`src/rtl/divider_seq.sv`:
```
// Sequential unsigned WIDTH/WIDTH restoring divider, one quotient bit per clock.
// Result is packed {remainder, quotient} so it can share HI/LO capture with the multiplier.
module divider_seq #(
    parameter int           WIDTH     = 32,
    parameter logic [2:0]   DIVU_CODE = 3'b011
) (
    input  logic                 clk,
    input  logic                 rst,
    input  logic [2:0]           signal,
    input  logic [WIDTH-1:0]     dataA,
    input  logic [WIDTH-1:0]     dataB,
    output logic [2*WIDTH-1:0]   dataOut,
    output logic                 busy,
    output logic                 done,
    output logic                 div_by_zero
);

    localparam int CNT_W = $clog2(WIDTH);

    typedef enum logic [1:0] {IDLE, RUN, DONE} state_t;

    state_t           state, state_nxt;
    logic             start;
    logic             last;
    logic [WIDTH-1:0] dvsr, quot, rem;
    logic [CNT_W-1:0] cnt;

    // One restoring step: shift next dividend bit into the partial remainder.
    // The partial remainder can reach 2*dvsr-1, so the compare is one bit wider.
    logic [WIDTH:0]   t;
    logic             ge;
    logic [WIDTH-1:0] rem_nxt, quot_nxt;

    assign t        = {rem, quot[WIDTH-1]};
    assign ge       = t[WIDTH] | (t[WIDTH-1:0] >= dvsr);
    // When ge is set the true difference is < dvsr, so modulo-2^WIDTH is exact.
    assign rem_nxt  = ge ? (t[WIDTH-1:0] - dvsr) : t[WIDTH-1:0];
    assign quot_nxt = {quot[WIDTH-2:0], ge};
    assign last     = (cnt == CNT_W'(WIDTH-1));

    // Status decoded from registered state only: no input-to-output path.
    assign busy = (state == RUN);
    assign done = (state == DONE);

    // State register; reset wins over everything, including mid-operation.
    always_ff @(posedge clk) begin
        if (!rst) state <= IDLE;
        else      state <= state_nxt;
    end

    // Next-state logic; signal is only honoured in IDLE and on DONE exit.
    always_comb begin
        state_nxt = state;
        start     = 1'b0;
        case (state)
            IDLE: begin
                if (signal == DIVU_CODE) begin
                    start     = 1'b1;
                    state_nxt = RUN;
                end
            end
            RUN: begin
                if (last) state_nxt = DONE;
            end
            DONE: begin
                if (signal == DIVU_CODE) begin
                    start     = 1'b1;
                    state_nxt = RUN;
                end else begin
                    state_nxt = IDLE;
                end
            end
            default: state_nxt = IDLE;
        endcase
    end

    // Datapath: latch operands on start, iterate in RUN, publish result on the last step.
    always_ff @(posedge clk) begin
        if (!rst) begin
            dvsr        <= '0;
            quot        <= '0;
            rem         <= '0;
            cnt         <= '0;
            dataOut     <= '0;
            div_by_zero <= 1'b0;
        end else if (start) begin
            dvsr <= dataB;
            quot <= dataA;
            rem  <= '0;
            cnt  <= '0;
        end else if (state == RUN) begin
            rem  <= rem_nxt;
            quot <= quot_nxt;
            cnt  <= cnt + 1'b1;
            if (last) begin
                dataOut     <= {rem_nxt, quot_nxt};
                div_by_zero <= (dvsr == '0);
            end
        end
    end

endmodule

```
`config.mk`:
```
export PLATFORM = sky130hd
export DESIGN_NAME = divider_seq
export DESIGN_NICKNAME = d
export VERILOG_FILES = /design/src/rtl/divider_seq.sv
export SDC_FILE = /design/constraint.sdc
export NUM_CORES = 1
export LEC_CHECK = 0
export CAP_MARGIN = 10
export CORE_AREA = 3 3 161 163
export CTS_CLUSTER_SIZE = 24
export DETAILED_ROUTE_END_ITERATION = 10
export DIE_AREA = 0 0 164 166
export PLACE_DENSITY_LB_ADDON = 0.1
export SLEW_MARGIN = 0
export SYNTH_ARGS = -nofsm -noshare
export SYNTH_HDL_FRONTEND = slang
export SYNTH_SLANG_ARGS = --single-unit
```
`constraint.sdc`:
```
create_clock -name clk -period 2.7 [get_ports clk]
set_input_delay 0.54 -clock clk [delete_from_list [all_inputs] [get_ports clk]]
set_output_delay 0.54 -clock clk [all_outputs]
set_load 0.05 [all_outputs]
```
==> impl_summary.log <==
INFO  metric clock_tree.htree_level_count = 4
INFO  metric placement.io_buffers = 135
INFO  metric postSynthAreaPerCell = 8.168 um^2
INFO  metric timing.hold.worst_path_depth = 2
INFO  metric finalSetupViolations = 0
INFO  metric detail_route.iter0.violations = roughly 500
INFO  metric reg2reg_setup_slack = ~0.063 ns
INFO  metric antenna_found_initial = 3
INFO  metric detailed_place_hpwl = 18.17 mm
INFO  metric slew_violations = 0
INFO  metric clock_insertion_delay_worst_skew = 0.43 ns
INFO  metric crit_path_start_kind = register
INFO  metric row_count = 57
INFO  metric worst-endpoint-required = 3.02 ns
INFO  metric post_synthesis_mux_area_share = 3.291%
INFO  metric clock.fmax = 379.2 MHz
INFO  metric post_synth_xor_area_fraction = under 10%
INFO  metric finalNonFillerCells = around 1500
INFO  metric route.antenna.remaining_nets = 0
INFO  metric dp.cells = 1511
INFO  metric fin_worst_hold_slack = 0.4577 ns
INFO  metric min_delay_worst_endpoint = dataOut[0]
INFO  metric cp_max_fo = 6
INFO  metric synth_top_family_by_area = compound AO/OA/AOI/OAI gates
INFO  metric part_of_the_yosys_area_used_for_sequential_elements = 39.14%
INFO  metric synthSimpleGateAreaFrac = 16.86%
INFO  metric synth_compound_gate_area_share = 26.66%
INFO  metric post_route_cells_drive_above_1_share = between 10 and 15%
INFO  metric synth_edf_count = 0
INFO  metric post-route-period-util = 97.66%
INFO  metric die_height = 166 um
INFO  metric clk_pin_slew = 0.07 ns
INFO  metric worst_hold_startpoint = dataOut[0]
INFO  metric num_io_pins = 136
INFO  metric power_leakage = 4.236 nW
INFO  metric tritoncts = yes
INFO  metric placed_cell_area = 10690 um^2
INFO  metric syn-instance-count = 1052
INFO  metric areaGrowthSynthToFinish = 34.76%
INFO  metric clock_sink_count = 168
INFO  metric timing.max_slew.rel_slack = 60.40%
INFO  metric synthesis.area = 8593 um^2
INFO  metric insertedDiodeCount = 0
INFO  metric nNetsFinal = 1316
INFO  metric total_power = about 7.6 mW
INFO  metric drcViolationCount = 0
INFO  metric tritoncts.num_buffers = 17
INFO  metric asyncSetResetFlopFracSynth = 0%
INFO  metric worst-endpoint-arrival = 2.95 ns
INFO  metric synth-seq-cells = 168
INFO  metric grt_setup_unrepaired = true
INFO  metric synth_cell_type_count = 65
INFO  metric timing_worst_slew_pin_value = 0.5922 ns
INFO  metric grt_pass1_vias = just under 8000
INFO  metric routed_wire_length_per_instance = ~17 um
INFO  metric avgViaCountPerCell = 5.180
INFO  metric drt-total-wl = 25.79 mm
INFO  metric fin_crit = 2.637 ns
INFO  metric overflow = 0
INFO  metric hold_path_class = register to register
INFO  metric layout_setup_ws = 0.06307 ns
INFO  metric grt_pass1_wl = between 40 and 50 mm
INFO  metric vdd_drop_max = around 0.41 mV
INFO  metric synthFlopType = dfxtp_1
INFO  metric timing_worst_setup_path_type = register to register
INFO  metric clock_skew_after_layout = ~0.0093 ns
INFO  metric initial_utilization = 35.13%
INFO  metric globalplace.congestion = between 0.8 and 0.9
INFO  metric r2r.worst_path.cells = 11
INFO  metric cellPowerDensity = 658.5 nW/um^2
INFO  metric die_w = 164 um
INFO  metric postSynthNetCount = 1156
INFO  metric regToRegEndpoint = dataOut[60]
INFO  metric timing.final.hold_violations = 0
INFO  metric detailedPlace.worstSlack = -0.04899 ns
INFO  metric drtPass1Iterations = 5
INFO  metric groute.usage.overall = between 10% and 20%
INFO  metric clock_tree.buffer_depth = 2
INFO  metric cell_area_after_layout = 11580 um^2
INFO  metric timing.max_cap.violations = 0
INFO  metric synth_warnings = 0
INFO  metric worstReg2RegStart = dvsr[2]
INFO  metric detailroute.via_count = roughly 8000
INFO  metric core_area = 24460 um^2
INFO  metric synthAdderAreaFrac = 5.183%
INFO  metric setup.worst_path.end_class = register
INFO  metric clock-root-buffer = clkbuf_16
INFO  metric run_status = complete, no violations
INFO  metric full_die_area = between 20000 and 30000 um^2
INFO  metric maximum_number_of_pins_on_one_net_before_global_route_repair = 93
==> final cells by class <==
class	count	area, um^2
inverter	39	146.4
sequential	168	3364
tap	324	405.4
clock inverter	14	130.1
multi-input combinational	768	5007
fill	2414	12880
clock buffer	18	439.2
timing repair buffer	218	2087
==> state kept, by name, indices dropped and copies added, names as in the netlist <==
name         flops
quot            32
state            2
cnt              5
rem             32
dvsr            32
dataOut         64
div_by_zero      1
==> what timing repair did <==
action | 4_1_cts | 5_1_grt
setup buffers | 0 | 4
resized for setup | 13 | 47
hold buffers | 0 | 0
setup endpoints to repair | 41 | 65
cloned | 1 | 1
pin swaps | 2 | 11
==> placed cells by master (no fill, tap or decap), types with 4 or more instances in the layout <==
master / count
nand2b_1: 6
a31oi_1: 4
a211oi_1: 5
o21bai_1: 8
dfxtp_1: 167
o21ai_0: 64
nor4_1: 8
o211ai_1: 6
a21o_1: 7
buf_4: 73
and3_1: 5
nand4_1: 17
a21oi_1: 75
ha_1: 21
nand3_1: 29
ha_4: 5
mux2i_2: 8
nor3_1: 11
nor2_1: 24
inv_6: 5
a21oi_2: 5
clkdlybuf4s50_1: 133
nor2b_1: 5
o21ai_1: 17
mux2i_1: 17
a21boi_0: 95
clkbuf_16: 18
xor2_1: 13
o21a_1: 4
ha_2: 8
a22oi_1: 32
xnor2_1: 17
buf_12: 7
nand2_1: 196
inv_1: 37
==> worst max path at each step <==
stage                   to     start
6_report       dataOut[60]   dvsr[2]
5_1_grt             rem[2]   dvsr[2]
4_1_cts        dataOut[63]  dvsr[14]
3_5_place_dp       rem[13]  quot[31]
3_3_place_gp   dataOut[63]  dvsr[18]
2_1_floorplan      rem[21]  quot[31]
==> synth_stat cells, types with 3 or more instances <==
cell	count	area [um^2]
a22oi_1	33	247.7
and2_1	4	25.02
buf_1	5	18.77
nand2_1	196	735.7
nor2b_1	5	31.28
nand2b_1	7	43.79
mux2i_1	26	260.3
nor4_1	9	56.30
clkbuf_1	53	198.9
a21o_1	7	52.55
o21a_1	4	30.03
o21ai_0	66	330.3
nand3_1	29	145.1
nor3_1	12	60.06
o211ai_1	6	45.04
buf_2	11	55.05
a21boi_0	95	713.2
o21ai_1	16	80.08
nor2_1	25	93.84
a31o_1	3	26.28
a21oi_1	79	395.4
dfxtp_1	168	3363
a31oi_1	5	31.28
o21bai_1	8	60.06
ha_1	34	425.4
buf_4	5	37.54
xor2_1	13	113.9
and3_1	5	31.28
nand4_1	17	106.4
o31ai_1	3	22.52
xnor2_1	18	157.7
inv_1	38	142.6
buf_6	3	33.78
a21oi_2	3	26.28
a211oi_1	6	45.04
==> metrics by stage <==
stage / utilization, % / TNS (ns)
detailed placement: 43.68 / -0.3774
global placement: 43.68 / 0
floorplan: - / 0
CTS: 46.28 / 0
global route: 47.34 / -1.117
finish: 47.34 / 0
==> worst max-delay path: stages, from the launching register on <==
cell	delay [ns]
dfxtp_1	0.37
inv_1	0.06
ha_1	0.39
nand3_1	0.16
buf_4	0.17
nor4_2	0.37
o2111ai_2	0.22
nand2_4	0.20
buf_4	0.16
mux2i_4	0.23
buf_4	0.15
a21oi_1	0.05
==> per-layer routing <==
metal | vias up | part of all wire, % | GRT usage [%]
li1 | 4029 | - | -
met1 | 3800 | 46 | 24.81
met2 | 157 | 46 | 30.04
met3 | 32 | 6.1 | 5.538
met4 | 6 | 1.4 | 4.597
met5 | - | 0.16 | 0
==> power breakdown <==
part	total (mW)	switching, mW	internal [mW]	leakage [nW]
Sequential	2.60	0.0606	2.54	1.36
Combinational	2.63	1.34	1.30	2.60
Clock	2.39	1.15	1.24	0.273
Total	7.63	2.54	5.08	4.24
==> logic make-up (layout without fill, tap and decap cells) <==
kind of cell,Yosys count,in the layout
fa+ha+maj,35,35
xor+xnor,31,31
buf+inv,116,289
compound gates,352,352
simple gates,322,322
flops,168,168
mux,28,28
Power figures use the tool's default switching activity.
